==> config.mk <==
export PLATFORM = sky130hd
export DESIGN_NAME = plab5_mcore_tdm_mem_arbiter
export DESIGN_NICKNAME = d
export VERILOG_FILES = /design/src/rtl/plab5_mcore_tdm_defs_pkg.sv /design/src/rtl/plab5_mcore_tdm_slot_timer.sv /design/src/rtl/plab5_mcore_tdm_mem_arbiter.sv
export SDC_FILE = /design/constraint.sdc
export NUM_CORES = 1
export LEC_CHECK = 0
export CAP_MARGIN = 5
export CORE_AREA = 2 2 382 384
export DETAILED_ROUTE_END_ITERATION = 16
export DIE_AREA = 0 0 384 386
export PLACE_DENSITY = 0.3
export RECOVER_POWER = 100
export SLEW_MARGIN = 15
export SYNTH_ARGS = -nofsm -noshare
export SYNTH_HDL_FRONTEND = slang
export SYNTH_SLANG_ARGS = --single-unit
==> constraint.sdc <==
create_clock -name clk -period 2.8 [get_ports clk]
set_input_delay 0.42 -clock clk [delete_from_list [all_inputs] [get_ports clk]]
set_output_delay 0.42 -clock clk [all_outputs]
set_load 0.01 [all_outputs]
==> src/rtl/plab5_mcore_tdm_defs_pkg.sv <==
// Shared definitions for the two-domain TDM memory arbiter: message widths,
// domain encodings and FSM states.
package plab5_mcore_tdm_defs;

    // Widths match the vc-mem-msgs 128-bit line request/response formats
    localparam int unsigned REQ_NBITS  = 175;
    localparam int unsigned RESP_NBITS = 143;
    localparam int unsigned CNT_NBITS  = 8;

    typedef enum logic {
        DOM_LOW  = 1'b0,
        DOM_HIGH = 1'b1
    } domain_e;

    typedef enum logic {
        IDLE = 1'b0,
        WAIT = 1'b1
    } state_e;

endpackage

==> src/rtl/plab5_mcore_tdm_slot_timer.sv <==
// Free-running slot timer: owner alternates every p_slot_cycles regardless of traffic,
// with issue disabled during the trailing guard cycles of each slot.
module plab5_mcore_tdm_slot_timer
    import plab5_mcore_tdm_defs::*;
#(
    parameter int unsigned p_slot_cycles  = 16,
    parameter int unsigned p_guard_cycles = 6
) (
    input  logic                 clk,
    input  logic                 reset,
    output logic [CNT_NBITS-1:0] slot_cnt,
    output logic                 slot_domain,
    output logic                 issue_window
);

    localparam logic [CNT_NBITS-1:0] LastCnt   = CNT_NBITS'(p_slot_cycles - 1);
    localparam logic [CNT_NBITS-1:0] WindowEnd = CNT_NBITS'(p_slot_cycles - p_guard_cycles);

    logic [CNT_NBITS-1:0] cnt_q;
    logic [CNT_NBITS-1:0] cnt_d;
    logic                 dom_q;
    logic                 dom_d;

    always_comb begin
        cnt_d = cnt_q + CNT_NBITS'(1);
        dom_d = dom_q;
        if (cnt_q == LastCnt) begin
            cnt_d = '0;
            dom_d = ~dom_q;
        end
    end

    always_ff @(posedge clk) begin
        if (reset) begin
            cnt_q <= '0;
            dom_q <= DOM_LOW;
        end else begin
            cnt_q <= cnt_d;
            dom_q <= dom_d;
        end
    end

    assign slot_cnt     = cnt_q;
    assign slot_domain  = dom_q;
    assign issue_window = (cnt_q < WindowEnd);

endmodule

==> src/rtl/plab5_mcore_tdm_mem_arbiter.sv <==
// Two-domain TDM memory arbiter: one outstanding request, grant timing fixed by the
// slot schedule, responses steered back to the issuing domain.
module plab5_mcore_tdm_mem_arbiter
    import plab5_mcore_tdm_defs::*;
#(
    parameter int unsigned p_req_nbits    = REQ_NBITS,
    parameter int unsigned p_resp_nbits   = RESP_NBITS,
    parameter int unsigned p_slot_cycles  = 16,
    parameter int unsigned p_guard_cycles = 6
) (
    input  logic                    clk,
    input  logic                    reset,

    input  logic [p_req_nbits-1:0]  req0_msg,
    input  logic                    req0_val,
    output logic                    req0_rdy,
    input  logic [p_req_nbits-1:0]  req1_msg,
    input  logic                    req1_val,
    output logic                    req1_rdy,

    output logic [p_req_nbits-1:0]  memreq_msg,
    output logic                    memreq_val,
    input  logic                    memreq_rdy,
    output logic                    memreq_domain,

    input  logic [p_resp_nbits-1:0] memresp_msg,
    input  logic                    memresp_val,
    output logic                    memresp_rdy,

    output logic [p_resp_nbits-1:0] resp0_msg,
    output logic                    resp0_val,
    input  logic                    resp0_rdy,
    output logic [p_resp_nbits-1:0] resp1_msg,
    output logic                    resp1_val,
    input  logic                    resp1_rdy,

    output logic                    slot_domain
);

    logic [CNT_NBITS-1:0] slot_cnt;
    logic                 issue_window;

    state_e  state_q;
    state_e  state_d;
    domain_e owner_q;
    domain_e owner_d;

    logic issue_ok;
    logic in_wait;
    logic own0;
    logic own1;

    plab5_mcore_tdm_slot_timer #(
        .p_slot_cycles  (p_slot_cycles),
        .p_guard_cycles (p_guard_cycles)
    ) slot_timer (
        .clk          (clk),
        .reset        (reset),
        .slot_cnt     (slot_cnt),
        .slot_domain  (slot_domain),
        .issue_window (issue_window)
    );

    // Gating with reset keeps every handshake low while reset is held
    assign issue_ok = !reset && (state_q == IDLE) && issue_window;
    assign in_wait  = !reset && (state_q == WAIT);
    assign own0     = in_wait && (owner_q == DOM_LOW);
    assign own1     = in_wait && (owner_q == DOM_HIGH);

    always_comb begin
        memreq_domain = slot_domain;
        memreq_msg    = (issue_ok && slot_domain) ? req1_msg : req0_msg;
        memreq_val    = issue_ok && (slot_domain ? req1_val : req0_val);
        req0_rdy      = issue_ok && !slot_domain && memreq_rdy;
        req1_rdy      = issue_ok &&  slot_domain && memreq_rdy;
    end

    // Non-owner response message is zeroed so one domain never observes the other's data
    always_comb begin
        memresp_rdy = (own0 && resp0_rdy) || (own1 && resp1_rdy);
        resp0_val   = own0 && memresp_val;
        resp1_val   = own1 && memresp_val;
        resp0_msg   = own0 ? memresp_msg : '0;
        resp1_msg   = own1 ? memresp_msg : '0;
    end

    always_comb begin
        state_d = state_q;
        owner_d = owner_q;
        unique case (state_q)
            IDLE: begin
                if (memreq_val && memreq_rdy) begin
                    state_d = WAIT;
                    owner_d = domain_e'(slot_domain);
                end
            end
            WAIT: begin
                if (memresp_val && memresp_rdy) begin
                    state_d = IDLE;
                end
            end
            default: state_d = IDLE;
        endcase
    end

    always_ff @(posedge clk) begin
        if (reset) begin
            state_q <= IDLE;
            owner_q <= DOM_LOW;
        end else begin
            state_q <= state_d;
            owner_q <= owner_d;
        end
    end

endmodule

==> metrics.yaml <==
run_status:
  status: "complete, but fails checks"
  failed_checks: "setup timing"
timing:
  worst_pin_slew_ps: 505.2
  final_hold_viol_count: 0
  max_freq_ghz: 0.3187
  fin_skew_ps: 2.814
  rsz0062_at_grt: "yes"
  finalCriticalPeriod_ps: 3138
  slew_headroom_pct: 66.25
  drv_slew: 0
  fin_crit_sh_pct: 112.1
  setup_ws_ps: -337.9
  final-setup-viol-count: 180
yosys:
  synth.area.top_cells: "and2_1, mux2_1, mux2_2"
  synthMuxAreaShare_pct: 43.37
  yosysSeqAreaShare_pct: 4.771
  synth-compound-area-share_pct: 1.626
  syn_area_um2: 4616
  avgSynthCellArea_um2: 7.972
  synth_top_area_share_pct: 39.03
  synthXorXnorAreaFrac_pct: 0.3795
  syn_nets: 1081
  synthCells: 579
  synth_warnings: 0
  ys_types: 31
  yosys.area.top_type: "and2_1"
  synthSimpleGateAreaFrac_pct: 43.18
  synth_fa_ha_area_share_pct: 0.2711
  synth_top_family_by_area: "multiplexers"
  ys_ff_latch: 11
global_routing:
  globalRoute.totalOverflow: 0
  grt_max_degree: 39
  grt_pass1_wl_mm: 110.9
  grt_antenna_before_repair: 89
  grt_use_total_pct: 11.89
  grt_pass1_vias: 8717
cells_and_area:
  nFillCells: 16560
  fin_util_pct: 13.43
  drive_gt1_share_pct: 28.49
  final_common_cell: "clkdlybuf4s50_1"
  fin_cells: 3567
  design_area_um2: 19410
  layout_common_cells: "clkdlybuf4s50_1, and2_1, dlymetal6s2s_1, buf_6, mux2_4"
  fin_nets: 2142
  syn_to_final_growth_pct: 320.5
setup_path:
  cp.required_ps: 2380
  start_kind: "register"
  cp-end-kind: "output pin"
  arrival_ps: 2720
  crit_path_max_fanout: 8
  path_class: "reg -> out"
cts:
  cts_hold_repair.buffers: 0
  clock_sinks: 11
  cts_max_level: 1
  numCtsBuffers: 3
  insertion_delay_ps: 240
  tritoncts: "built"
  cts.clk_slew.worst_paths_ps: 40
  cts_root_buf: "clkbuf_16"
  cts_max_path_buffers: 2
die:
  fp.dieH_um: 386
  die-area_um2: 148200
  core_area_um2: 144500
  die_x_um: 384
  io-pin-count: 970
  rows: 140
  initial_utilization_pct: 3.194
place:
  post-place-ws_ps: -497.0
  place_area_um2: 17190
  hpwl_mm: 87.81
  gp_congestion: 0.8525
  numPortBuffers: 969
  place_inst: 3466
power:
  combPwrFrac_pct: 79.4
  ir_drop_uv: 154.6
  clkPwrFrac_pct: 12.7
  p_sw_share_pct: 33.04
  p_int_mw: 1.418
  pwr-share-seq_pct: 7.9
  pwr_density_cell_nw_per_um2: 109.1
  p_leak_nw: 11.62
  p_switching_mw: 0.6997
drt:
  drc: 0
  viasPerCell: 2.522
  firstDrtPassIters: 4
  num_vias: 8996
  totalWireLength_mm: 99.01
  wl_per_cell_um: 27.76
  drtIter0Drc: 196
  ant_nets: 0
min_path:
  hold_class: "reg -> reg"
run:
  cap_violations: 0
==> routing by layer <==
layer	GRT usage, %	up-vias	share of wire (%)
met4	0.1743	88	0.91
met1	12.48	4148	36
met3	7.106	157	12
li1	-	4062	-
met2	21.38	541	51
met5	0	-	0.55
==> critical path, cell delays in order, from the launching register on <==
cell and delay (ps):
dfxtp_2 310, or4_4 560, nor4b_4 330, buf_12 160
buf_16 160, buf_16 170, buf_8 130, clkbuf_16 160
mux2_4 330, buf_6 140
==> cells by family (layout without fill, tap and decap cells) <==
kind of cell    count (synthesis)  count (layout)
buf+inv                        55            1115
flops                          11              11
xor+xnor                        2               2
compound gates                 13              13
mux                           178             178
fa+ha+maj                       1               1
other cells                     0              11
simple gates                  319             319
==> stage by stage <==
stage / power, mW / hold slack, ps / TNS [ps]
5_1_grt: 2.239 / 503.7 / -50650
6_report: 2.118 / 463.9 / -31640
3_5_place_dp: 1.840 / 455.8 / -75170
2_1_floorplan: 0.4640 / 430.3 / 0
4_1_cts: 2.113 / 465.5 / -79150
3_3_place_gp: 1.842 / 453.8 / -85250
==> flip-flops by register name (all words and copies together), names as in the netlist <==
| name | cells |
|---|---|
| slot_timer.slot_cnt | 8 |
| slot_timer.slot_domain | 1 |
| owner_q | 1 |
| state_q | 1 |
==> power groups by stage <==
stage / combinational [mW] / clock [mW] / sequential (mW)
after floorplan: 0.295 / 0 / 0.169
after global placement: 1.67 / 0 / 0.170
after detailed placement: 1.67 / 0 / 0.170
after CTS: 1.67 / 0.274 / 0.167
after global routing: 1.79 / 0.286 / 0.168
final: 1.68 / 0.270 / 0.167
==> timing repair <==
action / in CTS / in global routing
cloned: 3 / 11
pin swaps: 2 / 4
resized for setup: 191 / 688
setup buffers: 11 / 66
setup endpoints to repair: 399 / 418
==> final cells by class <==
class                           count  area (um2)  share of cell area [%]
Timing Repair Buffer             1107       12230                   63.03
Antenna cell                       11       27.53                  0.1418
Multi-Input combinational cell    513        4433                   22.84
Clock buffer                        4       78.83                  0.4061
Tap cell                         1917        2399                   12.36
Inverter                            4       15.01                 0.07736
Sequential cell                    11       221.5                   1.141
==> worst paths after layout <==
check,cells after the start,from,end,slack [ps]
setup / recovery,9,slot_timer.slot_cnt[4],memreq_msg[46],-340
setup reg to reg,4,slot_timer.slot_cnt[4],owner_q,810
hold reg to reg,1,slot_timer.slot_cnt[0],slot_timer.slot_cnt[0],460
hold / removal,1,slot_timer.slot_cnt[0],slot_timer.slot_cnt[0],460
==> Yosys cell counts, drive strengths merged <==
library cell / n
and2: 288
mux2: 176
clkbuf: 31
buf: 20
dfxtp: 11
nor2: 8
a21oi: 5
o21ai: 5
or3: 5
inv: 4
nand3: 4
nand2: 3
mux2i: 2
nand2b: 2
nand4: 2
a211o: 1
a22o: 1
ha: 1
nor3: 1
nor3b: 1
nor4: 1
nor4b: 1
o21bai: 1
or3b: 1
or4: 1
or4b: 1
xnor2: 1
xor2: 1
No activity file was read; power rests on OpenSTA's default activity.
